File: src/rtl/ahb_fill_sequencer.sv
// AHB-Lite read master that turns one I-cache miss request into a WRAP4 line fill
// or a SINGLE uncached word fetch, and assembles the returned words into a 128-bit line.
module ahb_fill_sequencer (
  input  logic         clk,
  input  logic         rstn,
  // Request side: handshake is valid/ready. A request is taken on the rising
  // edge where req_valid and req_ready are both 1; req_ready is 1 only in IDLE.
  input  logic         req_valid,
  output logic         req_ready,
  input  logic [31:0]  req_addr,
  input  logic         req_wrap,
  // AHB-Lite master
  output logic [31:0]  haddr,
  output logic [1:0]   htrans,
  output logic [2:0]   hburst,
  output logic         hwrite,
  output logic [2:0]   hsize,
  input  logic [31:0]  hrdata,
  input  logic         hready,
  input  logic         hresp,
  // Fill result
  output logic         fill_valid,
  output logic [31:0]  fill_addr,
  output logic [127:0] line_data,
  output logic         fill_err,
  // Debug view of the sequencer state
  output logic [2:0]   dbg_state
);

  localparam logic [1:0] HTRANS_IDLE   = 2'b00;
  localparam logic [1:0] HTRANS_NONSEQ = 2'b10;
  localparam logic [1:0] HTRANS_SEQ    = 2'b11;
  localparam logic [2:0] HBURST_SINGLE = 3'b000;
  localparam logic [2:0] HBURST_WRAP4  = 3'b010;
  localparam logic [2:0] HSIZE_WORD    = 3'b010;

  typedef enum logic [2:0] {
    S_IDLE  = 3'd0,
    S_ADDR  = 3'd1,
    S_BURST = 3'd2,
    S_LAST  = 3'd3,
    S_ERR   = 3'd4,
    S_DONE  = 3'd5
  } state_t;

  state_t         r_state;
  state_t         w_next;
  logic [29:0]    r_word;
  logic           r_wrap;
  logic [1:0]     r_beat;
  logic [1:0]     r_dbeat;
  logic           r_err;
  logic [31:0]    r_fill_addr;
  logic [127:0]   r_line;

  logic           w_accept;
  logic           w_addr_done;
  logic           w_data_phase;
  logic           w_capture;
  logic           w_error;
  logic [1:0]     w_addr_off;
  logic [1:0]     w_data_word;
  logic           w_unused;

  // Byte offset of the request is architecturally ignored.
  assign w_unused = &{1'b0, req_addr[1:0]};

  assign w_accept     = (r_state == S_IDLE) && req_valid;
  assign w_addr_done  = ((r_state == S_ADDR) || (r_state == S_BURST)) && hready;
  // Every BURST or LAST cycle carries the data phase of the previous beat.
  assign w_data_phase = (r_state == S_BURST) || (r_state == S_LAST);
  assign w_capture    = w_data_phase && hready;
  assign w_error      = w_data_phase && hresp && !hready;

  // 2-bit offsets wrap inside the 16-byte line and never carry into bit 4.
  assign w_addr_off  = r_word[1:0] + r_beat;
  assign w_data_word = r_word[1:0] + r_dbeat;

  always_comb begin
    w_next = r_state;
    case (r_state)
      S_IDLE:  if (w_accept) w_next = S_ADDR;
      S_ADDR:  if (hready) w_next = r_wrap ? S_BURST : S_LAST;
      S_BURST: begin
        if (w_error)                     w_next = S_ERR;
        else if (hready && r_beat == 2'd3) w_next = S_LAST;
      end
      S_LAST: begin
        if (w_error)     w_next = S_ERR;
        else if (hready) w_next = S_DONE;
      end
      S_ERR:   if (hready) w_next = S_DONE;
      S_DONE:  w_next = S_IDLE;
      default: w_next = S_IDLE;
    endcase
  end

  always_ff @(posedge clk or negedge rstn) begin
    if (!rstn) begin
      r_state <= S_IDLE;
    end else begin
      r_state <= w_next;
    end
  end

  always_ff @(posedge clk or negedge rstn) begin
    if (!rstn) begin
      r_word      <= '0;
      r_wrap      <= 1'b0;
      r_beat      <= '0;
      r_dbeat     <= '0;
      r_err       <= 1'b0;
      r_fill_addr <= '0;
      r_line      <= '0;
    end else begin
      if (w_accept) begin
        r_word      <= req_addr[31:2];
        r_wrap      <= req_wrap;
        r_beat      <= '0;
        r_dbeat     <= '0;
        r_err       <= 1'b0;
        r_line      <= '0;
        r_fill_addr <= req_wrap ? {req_addr[31:4], 4'b0000} : {req_addr[31:2], 2'b00};
      end else begin
        // Beat 3 stays on the bus through LAST, so the counter saturates there.
        if (w_addr_done && r_wrap && (r_beat != 2'd3)) begin
          r_beat <= r_beat + 2'd1;
        end
        if (w_capture) begin
          r_line[{w_data_word, 5'b00000} +: 32] <= hrdata;
          r_dbeat <= r_dbeat + 2'd1;
        end
        if (w_error) begin
          r_err <= 1'b1;
        end
      end
    end
  end

  always_comb begin
    htrans = HTRANS_IDLE;
    hburst = HBURST_SINGLE;
    case (r_state)
      S_ADDR:  htrans = HTRANS_NONSEQ;
      S_BURST: htrans = HTRANS_SEQ;
      default: htrans = HTRANS_IDLE;
    endcase
    if (((r_state == S_ADDR) || (r_state == S_BURST) || (r_state == S_LAST)) && r_wrap) begin
      hburst = HBURST_WRAP4;
    end
  end

  assign haddr      = {r_word[29:2], w_addr_off, 2'b00};
  assign hwrite     = 1'b0;
  assign hsize      = HSIZE_WORD;
  assign req_ready  = (r_state == S_IDLE);
  assign fill_valid = (r_state == S_DONE);
  assign fill_err   = (r_state == S_DONE) && r_err;
  assign fill_addr  = r_fill_addr;
  assign line_data  = r_line;
  assign dbg_state  = r_state;

endmodule

File: config.mk
export PLATFORM = sky130hd
export DESIGN_NAME = ahb_fill_sequencer
export DESIGN_NICKNAME = d
export VERILOG_FILES = /design/src/rtl/ahb_fill_sequencer.sv
export SDC_FILE = /design/constraint.sdc
export NUM_CORES = 1
export LEC_CHECK = 0
export CORE_MARGIN = 1.5
export CORE_UTILIZATION = 44
export DETAILED_ROUTE_END_ITERATION = 6
export MAX_ROUTING_LAYER = met4
export PLACE_DENSITY = 0.81
export RECOVER_POWER = 50
export REMOVE_ABC_BUFFERS = 1
export SYNTH_ARGS = -nofsm -noshare
export SYNTH_HDL_FRONTEND = slang
export SYNTH_SLANG_ARGS = --single-unit
File: constraint.sdc
create_clock -name clk -period 2.9 [get_ports clk]
set_clock_uncertainty 0.15 [all_clocks]
set_input_delay 0.58 -clock clk [delete_from_list [all_inputs] [get_ports clk]]
set_output_delay 0.58 -clock clk [all_outputs]
set_load 0.02 [all_outputs]
[Word-level counts from Yosys, hierarchy flattened]
Cells that the tools add are included.
Widths: inputs -> output; s select.
Storage, ports and cells
  bits in registers: 199
  bits of input ports: 70
  output and inout port bits: 207
  word-level logic and storage cells: 64
Cells by class
  add/sub/neg operators: 5
  equality and inequality tests: 10
  shift operators: 2
  muxes and demuxes: 20
  reduce and logical (&&, ||, !) cells: 19
Operators by type and width (number)
  $mux 128: 2
  $bwmux 128: 1
  $shift 32x9->128 const A: 1
  $shiftx 32x9->128: 1
  $mux 3: 6
  $pmux 3 s5: 1
  $logic_and 1x1->1: 10
  $mux 2: 5
  $neg 7->9: 1
  $eq 3x2->1 const B: 2
  $eq 3x3->1 const B: 2
  $reduce_bool 2->1: 3
  $add 2x1->2 const B: 2
  $add 2x2->2: 2
  $mux 4: 1
  $ne 2x2->1 const B: 2
  $pmux 2 s2: 1
  $eq 3x1->1 const B: 1
  $logic_not 3->1: 1
  $logic_or 1x1->1: 3
  $mux 1: 3
  $ne 3x2->1 const B: 1
  $reduce_and 3->1: 1
  $eq 2x2->1 const B: 1
  other kinds (2): 2

[Longest topological paths before layout]
  depth after elaboration: 7
  depth in mapped cells: 9
  gate-level depth less buffers: 8

[Worst setup path before layout]
No wires, ideal clock.
  kind: flip-flop to flip-flop
  from: reg r_dbeat[0]
  to: reg r_line[32] (netlist: line_data[32])
  library setup time: 0.066 ns
  data arrival time: 2.064 ns
  required time: 2.684 ns
  slack: 0.620 ns
  cell stages (with the launch flop): 7
  path buffers: 1
  period minus slack after synthesis: 2.280 ns
  cell sequence: dfrtp_1 ha_1 inv_1 ha_1 nor4_4 buf_2 a22o_1
Between the ends
  longest elaborated chain between the ends: 6
  elaborated cells between the ends (all ways): 7
  those cells by class: 2 x add/sub; 2 x shift; 3 x mux
RTL lines
  from (decl): line 51  | logic [1:0] r_dbeat;
  from (signal assigned): line 131  | r_dbeat <= r_dbeat + 2'd1;
  $add 2x2->2 (*): line 77  | assign w_data_word = r_word[1:0] + r_dbeat;
  $neg 7->9 (*): line 130  | r_line[{w_data_word, 5'b00000} +: 32] <= hrdata;
  $shiftx 32x9->128 or $shift 32x9->128 (tied branches): line 130
  $bwmux 128 (*): line 130
  $mux 128 (*): line 129  | if (w_capture) begin
  $mux 128 (*): line 116  | if (w_accept) begin
  to (signal, indexed assignment): line 130
  to (decl): line 54  | logic [127:0] r_line;
Every way passes the cells marked *; elsewhere a longest branch is shown, timed or not. The select of a mux whose other input is x is not followed.
A chain may end at the register's enable or synchronous reset.

[Worst setup path after layout]
  from: reg r_state[0] (netlist: dbg_state[0])
  to: out htrans[1]
Between the ends
  longest elaborated chain between the ends: 2
  elaborated cells between the ends (all ways): 3
  those cells by class: 2 x eq/ne; 1 x mux
RTL lines
  from (decl): line 46  | state_t r_state;
  from (signal assigned): line 102  | r_state <= w_next;
  $eq 3x2->1 or $eq 3x1->1 (tied branches): line 143  | case (r_state)
  $pmux 2 s2 (*): line 143
  to (decl): line 14  | output logic [1:0] htrans,
Every way passes the cells marked *; elsewhere a longest branch is shown, timed or not.

==> results.md <==
* Final Max Tran Viols at 73
* GR Util All Layers at approximately a quarter
* Ordered cell list for the critical path: xor2_1 -> and2_1 -> clkdlybuf4s50_1
* Status: finished with violations
* Multi-input logic area at 2120 µm²
* Final setup vio count at 0
* Util after Layout at 65.2%
* Die area at 16600 µm²
* Register area at approximately 4200 µm²
* Largest net degree at the start of global routing at 76
* Post-Syn Area per Cell at 12.2 µm²
* Die H at 129 µm
* Post-synth top area share at 60.9%
* Worst-path maximum fanout at 10
* Root buffer cell: clkbuf_16
* Final instance area at 9990 µm²
* Slew headroom at -32.4%
* Via count at 5365
* Drt wl/cell at a little under 20 µm
* Core Region at 15300 µm²
* Yosys Warn Count at 0
* Synthesized area at 6950 µm²
* Max cap viols at 1
* Wirelength, routed at 19700 µm
* Kind of critical path: reg -> out
* Number of port buffers at 264
* Startpoint types: flip-flop
* Number of global-route vias before repair at 5341
* Slew @ Worst Pin at between 1.5 and 2 ns
* Antenna violations before repair at 0
* Tmin final at 2.77 ns
* Slowest library cell on the worst path: clkdlybuf4s50_1
* Antenna-violating nets left at 0
* HP Class: reg -> reg
* RSZ-0062 raised after global routing: no
* Fill cells at 1126
* Synth Register Bits at about 170
* Synthesized instance count at ~570
* Synth top area cells: dfrtp_1, a22o_1, buf_4, nand2_1, buf_2
* H-tree depth at 4
* Chip width at 129 µm
* PD cells at 959 nW/µm²
* DR iter-0 viols at 418
* Post-synthesis sequential area ratio at roughly three fifths
* Placed cell areas at around 9400 µm²
* GRT overflow at 0
* R2r setup slk at around 0.16 ns
* Clock latency on the worst-skew pair at 0.42 ns
* CTS Hold Bufs at 0
* Routability congestion estimate from global placement at 0.836
* Post-route DRC at 0
* CP required at 2.17 ns
* Syn-to-layout area delta at 43.8%
* CP Capture Type: output pin
* Vias per cell at 5.37
* Final WS setup at around 0.13 ns
* # nets final at 855
* CTS clk-pin slew, worst paths at 0.07 ns
* Slowest stage delay, CP at 0.61 ns
* Final cell count without fillers at 1000
* Place WS at 0.140 ns
* Pre-antenna DRT Iters at 4
* Crit path arrival time at 2.04 ns
* TritonCTS Buffers at 17
* IO Count at 277
* Final hold vios at 0
* Share of cells above drive strength 1 at 7.35%
* CP delay by family, top: buffers and inverters
* Starting Density at 45.4%
* Global-route wire length before repair at 29600 µm
* Final worst-path cycle share at 95.5%
* Post-synth top area cell: dfrtp_1
* Post-CTS sizing at 0
* Worst VDD drop at between 0.7 and 0.8 mV
* DP Cell Count at 967
* Failing checks: capacitance limit, slew limit
* DP HPWL at 12800 µm
* Clock sinks at 169
* Hold slack at ~0.34 ns
* Post-CTS setup buffer count at 0
* Leakage Power at between 4 and 5 nW
* CP bufs+invs at 1
* Post-synthesis cell type count at 31
* FMAX at 361 MHz
* CTS tree: built
* Diodes inserted at 0
* CTS max path bufs at 2
* Row count at 45
==> power breakdown <==
part	leakage [nW]	switching [mW]	internal, mW
registers	2.30	0.409	2.84
clock network	0.265	0.985	1.21
logic	2.34	2.43	1.71
total	4.90	3.83	5.76
==> worst min-delay path: cells and delay by family, from the launching register on <==
family	cells	cell delay, ns
simple gates	1	0.07
flops	1	0.34
compound gates	1	0.04
==> kinds of logic (layout without fill, tap and decap cells) <==
group | Yosys count | count (layout) | synth area share, %
AO/OA/AOI/OAI | 143 | 145 | 17.3
multiplexers | 1 | 1 | 0.162
adder cells (fa/ha/maj) | 8 | 8 | 1.44
AND/OR/NAND/NOR | 137 | 137 | 9.10
buffers and inverters | 104 | 312 | 10.1
other | 2 | 10 | 0.108
flip-flops | 169 | 169 | 60.9
XOR/XNOR | 7 | 7 | 0.883
==> sequential cells by signal, summed over array words and instances (netlist names) <==
| signal | count |
|---|---|
| line_data | 128 |
| r_word | 29 |
| dbg_state | 3 |
| fill_addr | 3 |
| r_beat | 2 |
| r_dbeat | 2 |
| r_err | 1 |
| r_wrap | 1 |
==> Yosys cell counts <==
cell / count
nor4bb_1: 1
a22o_1: 128
ha_1: 8
and2b_1: 1
a21oi_2: 1
nand3b_1: 2
inv_1: 3
nor4_4: 2
and3_1: 2
xor2_1: 2
mux2_2: 1
o21ai_0: 6
buf_4: 67
a21oi_1: 6
buf_6: 4
nand2_4: 1
nor3b_1: 1
nand3_1: 3
xnor2_1: 5
and2_1: 2
buf_2: 25
dfrtp_1: 169
nor3_2: 2
nand2_1: 109
clkbuf_1: 5
nor4b_4: 1
and3b_1: 1
a31oi_1: 2
nor2_1: 8
conb_1: 2
nor2b_1: 1
==> layout by cell type, fill, tap and decap left out, types with 3 or more instances in the layout <==
cell type | netlist | routed
conb_1 | 2 | 10
dlygate4sd3_1 | 0 | 94
xnor2_1 | 5 | 5
clkdlybuf4s50_1 | 0 | 169
a22o_1 | 128 | 128
clkinvlp_4 | 0 | 4
inv_6 | 0 | 3
dfrtp_1 | 169 | 168
nand2_1 | 109 | 109
nor2_1 | 8 | 8
inv_1 | 3 | 3
a21oi_4 | 0 | 5
buf_4 | 67 | 8
buf_12 | 0 | 5
ha_1 | 8 | 8
inv_8 | 0 | 3
o21ai_0 | 6 | 6
a21oi_1 | 6 | 3
clkbuf_16 | 0 | 17
nand3_1 | 3 | 3
==> through the flow <==
step / power [mW] / setup TNS (ns)
after CTS: 9.65 / 0
after detailed placement: 7.42 / 0
after floorplan: 5.26 / -23.25
after global routing: 10.1 / 0
after global placement: 7.33 / 0
final: 9.58 / 0
==> per-layer routing <==
layer,vias up,wire [µm],GRT usage [%]
li1,2354,-,-
met5,-,0,-
met3,28,1960,7.32
met4,0,334,7.73
met2,322,9520,39.3
met1,2661,7920,29.5
==> area by class of cell <==
| class | count | share of cell area [%] |
|---|---|---|
| timing repair buffer | 278 | 28.0 |
| tap | 211 | 2.64 |
| clock inverter | 13 | 1.38 |
| multi-input combinational | 308 | 21.2 |
| sequential | 169 | 42.3 |
| inverter | 3 | 0.113 |
| clock buffer | 18 | 4.30 |
==> worst paths after layout <==
kind | cells past startpoint | endpoint | start
max | 3 | htrans[1] | dbg_state[0]
min | 2 | r_err | r_err
max reg2reg | 5 | line_data[66] | r_word[0]
min reg2reg | 2 | r_err | r_err
max in group asynchronous | 1 | line_data[5] | rstn
min in group asynchronous | 1 | r_word[4] | rstn
No activity file was read; power rests on OpenSTA's default activity.
